## src/rtl/ma_pkg.sv

```systemverilog
// Shared decode constants, FSM encoding and bus payload type for the memory-access stage.
package ma_pkg;

  localparam int unsigned DATA_W = 32;

  localparam logic [6:0] OPC_LOAD  = 7'b0000011;
  localparam logic [6:0] OPC_STORE = 7'b0100011;

  localparam logic [2:0] F3_B  = 3'b000;
  localparam logic [2:0] F3_H  = 3'b001;
  localparam logic [2:0] F3_W  = 3'b010;
  localparam logic [2:0] F3_BU = 3'b100;
  localparam logic [2:0] F3_HU = 3'b101;

  localparam logic [31:0] NOP_INST_DEF = 32'h0000_0013;

  localparam logic [1:0] SZ_B = 2'd0;
  localparam logic [1:0] SZ_H = 2'd1;
  localparam logic [1:0] SZ_W = 2'd2;

  typedef enum logic [1:0] {
    MA_IDLE = 2'd0,
    MA_BUSY = 2'd1,
    MA_DONE = 2'd2
  } ma_state_e;

  // Request captured at issue so it stays stable while the slave inserts waits.
  typedef struct packed {
    logic        we;
    logic [31:0] addr;
    logic [3:0]  be;
    logic [31:0] wdata;
    logic        load;
    logic [2:0]  funct3;
    logic [1:0]  lo;
  } dbus_req_t;

  // Store encodings with funct3[2] set are undefined and behave as word accesses.
  function automatic logic [1:0] access_size(input logic is_store, input logic [2:0] f3);
    logic [1:0] sz;
    sz = SZ_W;
    if (!(is_store && f3[2])) begin
      case (f3)
        F3_B, F3_BU: sz = SZ_B;
        F3_H, F3_HU: sz = SZ_H;
        default:     sz = SZ_W;
      endcase
    end
    return sz;
  endfunction

  function automatic logic misaligned(input logic [1:0] sz, input logic [1:0] lo);
    logic m;
    case (sz)
      SZ_H:    m = lo[0];
      SZ_W:    m = |lo;
      default: m = 1'b0;
    endcase
    return m;
  endfunction

endpackage

```

## src/rtl/ma_module_if.sv

```systemverilog
// Single-outstanding request/ready data bus between the MA stage and the data memory.
interface ma_module_if;
  import ma_pkg::*;

  logic              dbus_req;
  logic              dbus_we;
  logic [DATA_W-1:0] dbus_addr;
  logic [3:0]        dbus_be;
  logic [DATA_W-1:0] dbus_wdata;
  logic              dbus_ready;
  logic [DATA_W-1:0] dbus_rdata;

  modport master (
    output dbus_req, dbus_we, dbus_addr, dbus_be, dbus_wdata,
    input  dbus_ready, dbus_rdata
  );

  modport slave (
    input  dbus_req, dbus_we, dbus_addr, dbus_be, dbus_wdata,
    output dbus_ready, dbus_rdata
  );
endinterface

```

## src/rtl/ma_module_load_align.sv

```systemverilog
// Selects the addressed byte/halfword lane of a load word and sign/zero extends it.
module ma_module_load_align
  import ma_pkg::*;
(
  input  logic [31:0] rdata,
  input  logic [1:0]  lo,
  input  logic [2:0]  funct3,
  output logic [31:0] data_c
);

  logic [7:0]  byte_c;
  logic [15:0] half_c;

  always_comb begin
    byte_c = rdata[7:0];
    case (lo)
      2'd1:    byte_c = rdata[15:8];
      2'd2:    byte_c = rdata[23:16];
      2'd3:    byte_c = rdata[31:24];
      default: byte_c = rdata[7:0];
    endcase
    half_c = lo[1] ? rdata[31:16] : rdata[15:0];

    case (funct3)
      F3_B:    data_c = {{24{byte_c[7]}}, byte_c};
      F3_BU:   data_c = {24'd0, byte_c};
      F3_H:    data_c = {{16{half_c[15]}}, half_c};
      F3_HU:   data_c = {16'd0, half_c};
      default: data_c = rdata;
    endcase
  end

endmodule

```

## src/rtl/pp_register.sv

```systemverilog
// Pipeline register cell: clear to bubble value beats load; otherwise holds.
module pp_register #(
  parameter int unsigned   W    = 32,
  parameter logic [W-1:0]  INIT = '0
) (
  input  logic         clk,
  input  logic         rst,
  input  logic         clear,
  input  logic         load,
  input  logic [W-1:0] d,
  output logic [W-1:0] q
);

  always_ff @(posedge clk or negedge rst) begin
    if (!rst)       q <= INIT;
    else if (clear) q <= INIT;
    else if (load)  q <= d;
  end

endmodule

```

## src/rtl/ma_module.sv

```systemverilog
// RV32I memory-access stage: load/store over a request/ready bus, MA/WB registers.
// Build option MA_MISALIGN_TRAP_EN adds a registered misalign_exc output.
module ma_module
  import ma_pkg::*;
#(
  parameter logic [31:0] NOP_INST = NOP_INST_DEF,
  parameter int unsigned XLEN     = DATA_W
) (
  input  logic            clk,
  input  logic            rst,
  input  logic [XLEN-1:0] pc_ma,
  input  logic [XLEN-1:0] alu_ma,
  input  logic [XLEN-1:0] d2_ma,
  input  logic [XLEN-1:0] inst_ma,
  input  logic            hold,
  input  logic            flush,
  ma_module_if.master     dbus,
  output logic            stall_req,
  output logic [XLEN-1:0] trim_forward,
  output logic [XLEN-1:0] pc_wb,
  output logic [XLEN-1:0] alu_wb,
  output logic [XLEN-1:0] dout_wb,
  output logic [XLEN-1:0] inst_wb
`ifdef MA_MISALIGN_TRAP_EN
  ,
  output logic            misalign_exc
`endif
);

  ma_state_e   state_q, state_d;
  logic        discard_q, discard_d;
  logic [31:0] buf_q, buf_d;
  dbus_req_t   held_q, req_now_c, act_c;

  logic        load_c, store_c, mem_c, mis_c, issue_c;
  logic [2:0]  f3_c;
  logic [1:0]  size_c;
  logic [31:0] ext_c, wb_dout_c;
  logic        req_c, stall_c, done_c, wb_bubble_c, wb_clear_c, wb_load_c;

  // Decode and build the request for the instruction currently in MA.
  always_comb begin
    load_c  = (inst_ma[6:0] == OPC_LOAD);
    store_c = (inst_ma[6:0] == OPC_STORE);
    mem_c   = load_c | store_c;
    f3_c    = inst_ma[14:12];
    size_c  = access_size(store_c, f3_c);

    req_now_c.we     = store_c;
    req_now_c.addr   = {alu_ma[31:2], 2'b00};
    req_now_c.load   = load_c;
    req_now_c.funct3 = f3_c;
    req_now_c.lo     = alu_ma[1:0];
    req_now_c.be     = 4'b1111;
    req_now_c.wdata  = d2_ma;
    if (store_c) begin
      case (size_c)
        SZ_B: begin
          req_now_c.be    = 4'(4'b0001 << alu_ma[1:0]);
          req_now_c.wdata = {4{d2_ma[7:0]}};
        end
        SZ_H: begin
          req_now_c.be    = alu_ma[1] ? 4'b1100 : 4'b0011;
          req_now_c.wdata = {2{d2_ma[15:0]}};
        end
        default: ;
      endcase
    end
  end

`ifdef MA_MISALIGN_TRAP_EN
  assign mis_c = mem_c & misaligned(size_c, alu_ma[1:0]);
`else
  assign mis_c = 1'b0;
`endif

  assign issue_c = mem_c & ~flush & ~mis_c;
  assign act_c   = (state_q == MA_BUSY) ? held_q : req_now_c;

  ma_module_load_align u_align (
    .rdata  (dbus.dbus_rdata),
    .lo     (act_c.lo),
    .funct3 (act_c.funct3),
    .data_c (ext_c)
  );

  always_ff @(posedge clk or negedge rst) begin
    if (!rst) begin
      state_q   <= MA_IDLE;
      discard_q <= 1'b0;
      buf_q     <= '0;
      held_q    <= '0;
    end else begin
      state_q   <= state_d;
      discard_q <= discard_d;
      buf_q     <= buf_d;
      if (state_q == MA_IDLE && issue_c) held_q <= req_now_c;
    end
  end

  // Next state, bus request, stall and WB bubble control.
  always_comb begin
    state_d     = state_q;
    discard_d   = discard_q;
    buf_d       = buf_q;
    req_c       = 1'b0;
    stall_c     = 1'b0;
    done_c      = 1'b0;
    wb_bubble_c = 1'b0;
    case (state_q)
      MA_IDLE: begin
        if (issue_c) begin
          req_c = 1'b1;
          if (dbus.dbus_ready) begin
            done_c = 1'b1;
            if (hold) state_d = MA_DONE;
          end else begin
            state_d     = MA_BUSY;
            stall_c     = 1'b1;
            wb_bubble_c = 1'b1;
          end
        end
      end
      MA_BUSY: begin
        req_c = 1'b1;
        if (flush) discard_d = 1'b1;
        if (dbus.dbus_ready) begin
          done_c      = 1'b1;
          state_d     = hold ? MA_DONE : MA_IDLE;
          wb_bubble_c = discard_q;
        end else begin
          stall_c     = 1'b1;
          wb_bubble_c = 1'b1;
        end
      end
      MA_DONE: begin
        if (flush) discard_d = 1'b1;
        if (!hold) state_d = MA_IDLE;
        wb_bubble_c = discard_q;
      end
      default: state_d = MA_IDLE;
    endcase
    if (done_c) buf_d = act_c.load ? ext_c : 32'd0;
    if (state_d == MA_IDLE) discard_d = 1'b0;
  end

  assign dbus.dbus_req   = req_c & rst;
  assign dbus.dbus_we    = act_c.we;
  assign dbus.dbus_addr  = act_c.addr;
  assign dbus.dbus_be    = act_c.be;
  assign dbus.dbus_wdata = act_c.wdata;

  assign stall_req    = stall_c & rst;
  assign trim_forward = (done_c && act_c.load) ? ext_c : alu_ma;

  assign wb_dout_c  = (done_c && act_c.load) ? ext_c :
                      (state_q == MA_DONE)   ? buf_q : 32'd0;
  assign wb_clear_c = flush | (~hold & wb_bubble_c);
  assign wb_load_c  = ~hold;

  pp_register #(.W(XLEN), .INIT('0)) u_pc_wb (
    .clk(clk), .rst(rst), .clear(wb_clear_c), .load(wb_load_c), .d(pc_ma), .q(pc_wb));
  pp_register #(.W(XLEN), .INIT('0)) u_alu_wb (
    .clk(clk), .rst(rst), .clear(wb_clear_c), .load(wb_load_c), .d(alu_ma), .q(alu_wb));
  pp_register #(.W(XLEN), .INIT('0)) u_dout_wb (
    .clk(clk), .rst(rst), .clear(wb_clear_c), .load(wb_load_c), .d(wb_dout_c), .q(dout_wb));
  pp_register #(.W(XLEN), .INIT(NOP_INST)) u_inst_wb (
    .clk(clk), .rst(rst), .clear(wb_clear_c), .load(wb_load_c), .d(inst_ma), .q(inst_wb));

`ifdef MA_MISALIGN_TRAP_EN
  pp_register #(.W(1), .INIT(1'b0)) u_mis_wb (
    .clk(clk), .rst(rst), .clear(wb_clear_c), .load(wb_load_c), .d(mis_c), .q(misalign_exc));
`endif

endmodule
```

## src/flat_wrapper.sv

```systemverilog
// flat-port wrapper written by rule: the top's interface ports become plain ports
module ma_module_flat import ma_pkg::*;
#(
  parameter logic [31:0] NOP_INST = NOP_INST_DEF,
  parameter int unsigned XLEN     = DATA_W
)
  (clk, rst, pc_ma, alu_ma, d2_ma, inst_ma, hold, flush, stall_req, trim_forward, pc_wb, alu_wb, dout_wb, inst_wb, dbus_dbus_req, dbus_dbus_we, dbus_dbus_addr, dbus_dbus_be, dbus_dbus_wdata, dbus_dbus_ready, dbus_dbus_rdata);
  ma_module_if dbus_i ();
  input  logic clk;
  input  logic rst;
  input  logic [XLEN-1:0] pc_ma;
  input  logic [XLEN-1:0] alu_ma;
  input  logic [XLEN-1:0] d2_ma;
  input  logic [XLEN-1:0] inst_ma;
  input  logic hold;
  input  logic flush;
  output logic stall_req;
  output logic [XLEN-1:0] trim_forward;
  output logic [XLEN-1:0] pc_wb;
  output logic [XLEN-1:0] alu_wb;
  output logic [XLEN-1:0] dout_wb;
  output logic [XLEN-1:0] inst_wb;
  output wire logic [$bits(dbus_i.dbus_req)-1:0] dbus_dbus_req;
  output wire logic [$bits(dbus_i.dbus_we)-1:0] dbus_dbus_we;
  output wire logic [$bits(dbus_i.dbus_addr)-1:0] dbus_dbus_addr;
  output wire logic [$bits(dbus_i.dbus_be)-1:0] dbus_dbus_be;
  output wire logic [$bits(dbus_i.dbus_wdata)-1:0] dbus_dbus_wdata;
  input wire logic [$bits(dbus_i.dbus_ready)-1:0] dbus_dbus_ready;
  input wire logic [$bits(dbus_i.dbus_rdata)-1:0] dbus_dbus_rdata;
  assign dbus_dbus_req = dbus_i.dbus_req;
  assign dbus_dbus_we = dbus_i.dbus_we;
  assign dbus_dbus_addr = dbus_i.dbus_addr;
  assign dbus_dbus_be = dbus_i.dbus_be;
  assign dbus_dbus_wdata = dbus_i.dbus_wdata;
  assign dbus_i.dbus_ready = dbus_dbus_ready;
  assign dbus_i.dbus_rdata = dbus_dbus_rdata;
  ma_module #(.NOP_INST(NOP_INST), .XLEN(XLEN)) u_core (.clk(clk), .rst(rst), .pc_ma(pc_ma), .alu_ma(alu_ma), .d2_ma(d2_ma), .inst_ma(inst_ma), .hold(hold), .flush(flush), .dbus(dbus_i), .stall_req(stall_req), .trim_forward(trim_forward), .pc_wb(pc_wb), .alu_wb(alu_wb), .dout_wb(dout_wb), .inst_wb(inst_wb));
endmodule
```

## config.mk

```make
export PLATFORM = sky130hd
export DESIGN_NAME = ma_module_flat
export DESIGN_NICKNAME = d
export VERILOG_FILES = /design/src/rtl/ma_pkg.sv /design/src/rtl/ma_module_if.sv /design/src/rtl/ma_module_load_align.sv /design/src/rtl/pp_register.sv /design/src/rtl/ma_module.sv /design/src/flat_wrapper.sv
export SDC_FILE = /design/constraint.sdc
export NUM_CORES = 1
export LEC_CHECK = 0
export BUFFER_PORTS_ARGS = -buffer_cell sky130_fd_sc_hd__buf_2
export CAP_MARGIN = 5
export CORE_MARGIN = 3
export CORE_UTILIZATION = 25
export CTS_CLUSTER_DIAMETER = 40
export DETAILED_ROUTE_END_ITERATION = 10
export PLACE_DENSITY = 0.42
export SYNTH_ARGS = -nofsm -noshare
export SYNTH_HDL_FRONTEND = slang
export SYNTH_SLANG_ARGS = --single-unit
```

## constraint.sdc

```tcl
create_clock -name clk -period 7.4 [get_ports clk]
set_input_delay 0.74 -clock clk [delete_from_list [all_inputs] [get_ports clk]]
set_output_delay 0.74 -clock clk [all_outputs]
set_load 0.01 [all_outputs]
```

==> results of run 1 <==
## cell type report
class / count / area, sq um / area share
sequential: 236 / 5910 / 0.384
multi-input combinational: 758 / 4880 / 0.317
timing repair buffer: 404 / 2060 / 0.134
clock buffer: 73 / 1460 / 0.0949
tap: 585 / 732 / 0.0476
clock inverter: 17 / 288 / 0.0187
inverter: 12 / 45.0 / 0.00293
antenna: 1 / 2.50 / 0.000163
## critical path: cells and delay by family, from the launching register on
kind / cells / cell delay [ns]
adders and majority gates: 1 / 0.17
buffers and inverters: 3 / 0.73
DFF: 1 / 0.42
muxes: 1 / 0.87
AOI/OAI and AO/OA: 3 / 1.56
## cell usage in the layout, fill, tap and decap left out, drive strengths merged, types with 5 or more instances in the layout
master  count
dfrtp     233
inv        12
a221oi      7
nand2     249
nor2       47
bufinv      7
buf       404
ha          5
mux2i      17
a22oi      32
mux2       82
and2        8
clkinv      8
o21ai     129
nor3       11
a21oi      28
clkbuf     73
a22o       99
## how the worst min path moves through the flow
stage,from,to,cells after the start
after floorplan,rst,u_core.buf_q[0]$_DFFE_PN0N_,0
after global placement,u_core.held_q[73]$_DFFE_PN0P_,u_core.held_q[73]$_DFFE_PN0P_,2
after detailed placement,u_core.held_q[49]$_DFFE_PN0P_,u_core.held_q[49]$_DFFE_PN0P_,2
after CTS,rst,u_core.held_q[28]$_DFFE_PN0P_,1
after global routing,rst,u_core.held_q[28]$_DFFE_PN0P_,1
final,rst,u_core.held_q[36]$_DFFE_PN0P_,1
## power by group through the flow
stage,combinational (mW),clock (mW),sequential (mW)
2_1_floorplan,0.327,0,1.49
3_3_place_gp,0.628,0,1.48
3_5_place_dp,0.629,0,1.48
4_1_cts,0.630,2.39,1.46
5_1_grt,0.684,2.45,1.47
6_report,0.617,2.32,1.46
## flip-flops by register name, indices dropped and copies added, names as in the netlist
name	cells
u_core.buf_q	32
u_core.u_inst_wb.q	32
u_core.discard_q	1
u_core.state_q	2
u_core.u_dout_wb.q	32
u_core.u_pc_wb.q	32
u_core.u_alu_wb.q	32
u_core.held_q	73
## logic make-up (layout without fill, tap and decap cells)
| kind of cell | count (synthesis) | in the layout | share of synthesized area |
|---|---|---|---|
| flip-flops | 236 | 236 | 0.528 |
| adder cells (fa/ha/maj) | 5 | 5 | 0.00559 |
| other | 1 | 3 | 0.000335 |
| multiplexers | 99 | 99 | 0.101 |
| buffers and inverters | 95 | 506 | 0.0419 |
| AND/OR/NAND/NOR | 336 | 336 | 0.125 |
| AO/OA/AOI/OAI | 316 | 316 | 0.199 |
## per-stage QoR
step                hold WS [ns]  std cells
global route               0.207       2086
CTS                        0.180       2085
global placement           0.452       1995
floorplan                  0.440       1089
finish                     0.168       2086
detailed placement         0.457       1995
## metal layers
layer / share of wire / up-vias / global-route usage
li1: - / 4623 / -
met1: 0.45 / 4829 / 0.239
met2: 0.47 / 327 / 0.278
met3: 0.065 / 60 / 0.0425
met4: 0.020 / 2 / 0.0520
met5: 0.00040 / - / 0
==> impl_metrics.ini, run 1 <==
[clocking]
cts_tree = yes
postCtsSetupRepairBufs = 0
root_buffer = clkbuf_16
clock_latency_ns = 0.57
cts.sinks = 236
cts_max_level = 2
path_clk_slew_ns = 0.05
clockBufferDepth = 3
cts-resized-gates = 0
cts_made_buffers = 50
cts_hold_buf = 0

[die]
die_area_sq_um = 47400
die_width_um = 218
io_pins = 396
core_region_area_sq_um = 43600
rows = 76
die_y_um = 218
start_util = 0.257

[detailed_routing]
drc = 0
wl_um = 42800
ant_nets = 0
num_vias = 9841
drt_iter0_drc = 668
wire_per_inst_um = 20.5
routed_via_density = 4.72
first_pass_iters = 5

[timing]
max_slew_margin = 0.243
maxSlewViolCount = 0
setup_ws_ns = 2.34
fmaxAchievable_ghz = 0.198
finalHoldViolations = 0
period_share = 0.684
setup_viol_count_final = 0
tns_ns = 0
worst_pin_slew_ns = 1.14
skew_ns = 0.0165
rsz0062_at_grt = false
post-route-min-period_ns = 5.06

[synth]
synth.cell_area_sq_um = 11200
netlist_top_cells_count = 249 x nand2_1, 233 x dfrtp_1, 99 x a22o_1
synth_ff_type = dfrtp_1
syn_inst = 1088
ys_ff_latch = 236
synthArstFlopShare = 1.00
ys_seq_area_frac = 0.528
synth_edf_count = 0
synth_area_leader_cell = dfrtp_1
yosysMostFrequentCell = nand2_1
yosys_warnings = 0
ys_top_cells_by_area = dfrtp_1 52%, nand2_1 8.3%, a22o_1 7.7%
synthDistinctLibCells = 60
avgSynthCellArea_sq_um = 10.3
synth_top_area_frac = 0.521

[global_route]
first_global_vias = 10100
grt_max_degree = 79
antenna_found_initial = 2
track_usage = 0.176
grt_pass1_wl_um = 64200
grt_overflow = 0

[placement]
gp_congestion = 0.782
io_buffers = 393
dpl_cell_area_sq_um = 13600
dp_hpwl_um = 29300
pre_cts_ws_ns = 2.73

[worst_setup_path]
endpoint = trim_forward[4]
r2r_cells = 8
critPathMaxFanout = 37
cp_slowest_stage_delay_ns = 0.88
crit_required_ns = 6.66
worstPathCellList = inv_1 -> ha_1 -> buf_4 -> mux2i_4 -> o21ai_1 -> a221oi_1 -> o21ai_0 -> buf_2
r2r_end = u_core.u_dout_wb.q[18]$_DFFE_PN0P_
worstReg2RegStart = u_core.state_q[1]$_DFF_PN0_
crit_arrival_ns = 4.32
cpMaxStageDelayCell = a221oi_1
critPathKind = reg2out
rrSetupSlack_ns = 3.28
critPathLaunchType = flop
critPathLaunch = u_core.state_q[1]$_DFF_PN0_
crit_path_end_kind = output port

[layout]
synthToLayoutAreaGrowth_pct = 37.3
num-fill-cells = 4489
stdcell_area_sq_um = 15400
drive_gt1_frac = 0.404
final_net_count = 1632
fin_util = 0.352

[power]
comb_power_share = 0.140
internal_power_mw = 3.24
vdd_drop_max_mv = 0.161
p_sw_frac = 0.264
pwr-share-seq = 0.332
power.switching_mw = 1.16
power_mw = 4.40
p_leak_nw = 7.81
pwr_density_cell_nw_per_um2 = 286
p_clk_frac = 0.527

[status]
outcome = finished, final reports clean

[job]
cap_violations = 0

[worst_hold_path]
hold_class = in2async
Note: power is estimated with default switching activity, not from simulation.
==> run 2: changes to the inputs <==
Settings changed: PLACE_DENSITY 0.42 to 0.43.
Clock period 7.4 ns to 4.2 ns, I/O delays scaled along.
==> impl_metrics.ini, run 2 (same netlist as run 1, synthesis figures left out) <==
[worst_setup_path]
crit_path_frequent_cell = o21ai_0
crit_arrival_ns = 3.56
rrSetupSlack_ns = 1.03
cp_slowest_stage_delay_ns = 0.65
r2r_cells = 7
crit_required_ns = 3.78
r2r_end = u_core.u_dout_wb.q[18]$_DFFE_PN0P_
critPathMaxFanout = 13
worstPathCellList = inv_1 -> ha_2 -> mux2i_4 -> mux2i_1 -> o21ai_0 -> o32ai_1 -> o21ai_0 -> buf_2
crit_path_end_kind = output port
critPathLaunchType = flop
endpoint = trim_forward[8]
critPathKind = reg2out
cpMaxStageDelayCell = o32ai_1
worstReg2RegStart = u_core.state_q[1]$_DFF_PN0_
critPathLaunch = u_core.state_q[1]$_DFF_PN0_

[layout]
top_register = u_core.held_q
num-fill-cells = 4449
fin_cells = 2111
drive_gt1_frac = 0.417
largest_reg_flops = 73
final_common_cell = buf_2
seq_area_sq_um = 5910
stdcell_area_sq_um = 15700
multiInputGateArea_sq_um = 4900
final_net_count = 1646
synthToLayoutAreaGrowth_pct = 39.8
mostFrequentLayoutCells = 392 x buf_2, 249 x nand2_1, 233 x dfrtp_1

[global_route]
first_global_vias = 10300
grt_pass1_wl_um = 65300
antenna_found_initial = 7
grt_max_degree = 96
grt_overflow = 0
track_usage = 0.179

[detailed_routing]
wl_met2_um = 20000
ant_nets = 0
drt_iter0_drc = 619
first_pass_iters = 5
drc = 0
num_vias = 10000
wl_um = 43600
wire_per_inst_um = 20.6
m1WireLength_um = 19600
routed_via_density = 4.74
routed.top_layer = met5
wl_met3_um = 3060

[die]
io_pins = 396
rows = 76
start_util = 0.257
core_region_area_sq_um = 43600
die_y_um = 218
die_area_sq_um = 47400
die_width_um = 218

[power]
vdd_drop_max_mv = 0.288
p_leak_nw = 7.91
pwr_density_cell_nw_per_um2 = 513
power_mw = 8.03

[placement]
pre_cts_ws_ns = 0.561
dp_hpwl_um = 30800
io_buffers = 393
gp_congestion = 0.874
dp_cells = 2004
dpl_cell_area_sq_um = 13700

[timing]
maxSlewViolCount = 0
setup_ws_ns = 0.221
post-route-min-period_ns = 3.98
max_slew_margin = 0.323
tns_ns = 0
skew_ns = 0.0112
fmaxAchievable_ghz = 0.251
setup_viol_count_final = 0
rsz0062_at_grt = false
finalHoldViolations = 0
period_share = 0.947
worst_pin_slew_ns = 1.01

[clocking]
cts_made_buffers = 52
root_buffer = clkbuf_16
cts_tree = yes
cts_max_level = 2
cts.sinks = 236
clockBufferDepth = 3
clock_latency_ns = 0.57
path_clk_slew_ns = 0.05

[status]
outcome = finished, final reports clean

[job]
cap_violations = 0

[worst_hold_path]
hold_class = in2reg
hold_depth = 3
[run 2: cell types whose count changed in the layout (fill, tap and decap cells not counted), moves of 3 or more]
cell	before	now
clkbuf_8	10	5
clkbuf_1	12	4
buf_12	0	3
clkinvlp_4	2	11
inv_6	0	7
diode_2	1	6
buf_4	11	18
[run 2: final cells by class]
type,count,area share
clock buffer,62,0.0901
sequential,236,0.377
antenna,6,0.000959
timing repair buffer,415,0.139
multi-input combinational,759,0.313
tap,585,0.0468
clock inverter,36,0.0296
inverter,12,0.00288
[run 2: critical path: cells and delay by family (launching register included)]
family	cells	cell delay, ns
AOI/OAI and AO/OA	3	0.93
muxes	2	0.81
DFF	1	0.42
adders and majority gates	1	0.49
buffers and inverters	2	0.33
[run 2: report_power, final]
part	internal, mW	switching, mW	leakage (nW)	total (mW)
combinational	0.433	0.671	3.85	1.10
clock	2.95	1.40	0.890	4.35
sequential	2.47	0.104	3.17	2.58
[run 2: repair_timing]
item	in CTS	in global routing
hold buffers	1	0
pin swaps	0	2
cloned	0	1
setup endpoints to repair	26	17
gates resized for setup	1	0
hold endpoints to repair	70	0
buffers inserted	0	1
[run 2: per-layer routing]
layer  GRT usage  vias to the layer above
met5           0                        -
li1            -                     4677
met2       0.282                      321
met1       0.239                     4933
met3      0.0478                       67
met4      0.0598                        2
[run 2: per-stage QoR]
step | utilization | hold slack [ns]
6_report | 0.359 | 0.0607
2_1_floorplan | - | 0.124
3_3_place_gp | 0.314 | 0.451
3_5_place_dp | 0.314 | 0.457
5_1_grt | 0.359 | 0.0359
4_1_cts | 0.358 | 0.0140
[run 2: worst min-delay path by stage]
stage	slack (ns)	end	start
detailed placement	0.46	u_core.held_q[49]$_DFFE_PN0P_	u_core.held_q[49]$_DFFE_PN0P_
floorplan	0.12	u_core.buf_q[0]$_DFFE_PN0N_	rst
finish	0.06	u_core.u_inst_wb.q[0]$_DFFE_PN1P_	inst_ma[0]
global placement	0.45	u_core.held_q[7]$_DFFE_PN0P_	u_core.held_q[7]$_DFFE_PN0P_
CTS	0.01	u_core.u_inst_wb.q[0]$_DFFE_PN1P_	inst_ma[0]
global route	0.04	u_core.u_inst_wb.q[10]$_DFFE_PN0P_	inst_ma[10]
==> run 3: changes to the inputs <==
Settings changed: SYNTH_HIERARCHICAL set to 1.
==> impl_metrics.ini, run 3 <==
[status]
outcome = finished, final reports clean

[global_route]
grt_max_degree = 99
grt_pass1_wl_um = 66000
first_global_vias = 10300
track_usage = 0.160
antenna_found_initial = 5
grt_overflow = 0

[timing]
fmaxAchievable_ghz = 0.254
worst_pin_slew_ns = 0.943
post-route-min-period_ns = 3.94
rsz0062_at_grt = false
setup_viol_count_final = 0
skew_ns = 0.0153
max_slew_margin = 0.371
maxSlewViolCount = 0
period_share = 0.938
tns_ns = 0
finalHoldViolations = 0

[job]
cap_violations = 0

[layout]
top_register = u_core/held_q
final_net_count = 1675
num-fill-cells = 5089
stdcell_area_sq_um = 16600
final_common_cell = buf_2
mostFrequentLayoutCells = 392 x buf_2, 233 x dfrtp_1, 184 x nand2_1
drive_gt1_frac = 0.423
fin_cells = 2216
fin_util = 0.336
synthToLayoutAreaGrowth_pct = 31.3
largest_reg_flops = 73

[power]
pwr_density_cell_nw_per_um2 = 537
p_leak_nw = 8.63
vdd_drop_max_mv = 0.284
power.switching_mw = 2.58
comb_power_share = 0.209
p_clk_frac = 0.496
power_mw = 8.89
pwr-share-seq = 0.295
internal_power_mw = 6.31
p_sw_frac = 0.290

[detailed_routing]
wl_um = 43600
drt_iter0_drc = 502
first_pass_iters = 6
num_vias = 9944
ant_nets = 0
drc = 0
wire_per_inst_um = 19.7
routed_via_density = 4.49

[clocking]
cts_made_buffers = 52
cts_max_level = 2
path_clk_slew_ns = 0.05
root_buffer = clkbuf_16
cts_tree = yes
cts.sinks = 236
clock_latency_ns = 0.56
clockBufferDepth = 3

[synth]
synth.cell_area_sq_um = 12600
synth_area_leader_cell = dfrtp_1
synth_ff_type = dfrtp_1
ys_seq_area_frac = 0.468
synthDistinctLibCells = 52
synthArstFlopShare = 1.00
ys_top_cells_by_area = dfrtp_1 46%, mux2_2 11%, mux2i_1 11%
synth_edf_count = 0
avgSynthCellArea_sq_um = 10.7
yosysMostFrequentCell = dfrtp_1
ys_ff_latch = 236
syn_inst = 1185
synth_top_area_frac = 0.462
netlist_top_cells_count = 233 x dfrtp_1, 185 x nand2_1, 135 x mux2i_1
yosys_warnings = 6

[die]
die_y_um = 231
start_util = 0.256
die_area_sq_um = 53200
die_width_um = 231
io_pins = 396
core_region_area_sq_um = 49400
rows = 81

[worst_setup_path]
r2r_cells = 9
critPathLaunchType = flop
crit_required_ns = 3.78
critPathMaxFanout = 41
crit_path_end_kind = output port
crit_arrival_ns = 3.52
critPathKind = reg2out

[placement]
dp_hpwl_um = 30300
io_buffers = 393
gp_congestion = 0.801
dpl_cell_area_sq_um = 14600
dp_cells = 2114

[worst_hold_path]
hold_depth = 2
hold_class = in2reg
## run 3: stage by stage
step	setup WS, ns	hold WS [ns]
global route	0.00245	0.0587
global placement	0.525	0.394
detailed placement	0.494	0.392
CTS	0.0102	0.0357
floorplan	0.724	0.124
finish	0.259	0.0899
## run 3: layout make-up
type	instances	area, sq um	share of cell area
Clock buffer	69	1510	0.0910
Inverter	10	42.5	0.00257
Tap cell	664	831	0.0501
Timing Repair Buffer	417	2220	0.134
Sequential cell	236	5910	0.357
Multi-Input combinational cell	789	5640	0.341
Clock inverter	28	410	0.0248
Antenna cell	3	7.51	0.000453
## run 3: path summary, 6_finish.rpt
check,end,startpoint,slack (ns)
worst max-delay path,trim_forward[0],u_core/state_q[1]$_DFF_PN0_,0.26
worst min-delay path,u_core/u_inst_wb/q[0]$_DFFE_PN1P_,inst_ma[0],0.09
worst max register to register,u_core/u_dout_wb/q[5]$_DFFE_PN0P_,u_core/state_q[1]$_DFF_PN0_,1.10
worst min register to register,u_core/held_q[52]$_DFFE_PN0P_,u_core/held_q[52]$_DFFE_PN0P_,0.45
max in group asynchronous,u_core/buf_q[4]$_DFFE_PN0P_,rst,2.67
min in group asynchronous,u_core/u_dout_wb/q[19]$_DFFE_PN0P_,rst,0.36
## run 3: routing by layer
metal,track usage,part of all wire,up-vias
met2,0.265,0.48,276
li1,-,-,4699
met1,0.211,0.44,4903
met3,0.0334,0.053,64
met5,0,0.00030,-
met4,0.0490,0.023,2
## run 3: cells by family (layout without fill, tap and decap cells)
| family | after synthesis | in the layout | share of synthesized area |
|---|---|---|---|
| adder cells (fa/ha/maj) | 4 | 4 | 0.00397 |
| AND/OR/NAND/NOR | 357 | 357 | 0.117 |
| flip-flops | 236 | 236 | 0.468 |
| multiplexers | 264 | 264 | 0.223 |
| other | 1 | 5 | 0.000297 |
| buffers and inverters | 161 | 524 | 0.0890 |
| AO/OA/AOI/OAI | 162 | 162 | 0.0987 |
## run 3: repair_timing
| action | in CTS | in global routing |
|---|---|---|
| endpoints found under the setup margin | 19 | 31 |
| buffers inserted | 1 | 0 |
| resized for setup | 2 | 3 |
| hold endpoints to repair | 54 | 0 |
| hold buffers | 1 | 0 |
## run 3: critical path, cell delays in order (launching register included)
cell and delay, ns:
dfrtp_1 0.42, inv_1 0.15, ha_1 0.30, or4b_1 0.49
o21a_1 0.24, nor3_4 0.49, buf_12 0.29, mux2_2 0.37
buf_2 0.14
## run 3: power groups by stage
stage	logic [mW]	registers, mW	clock network (mW)
2_1_floorplan	1.28	2.66	0
3_5_place_dp	1.87	2.65	0
6_report	1.86	2.62	4.41
5_1_grt	2.05	2.65	4.66
3_3_place_gp	1.87	2.64	0
4_1_cts	1.90	2.62	4.54
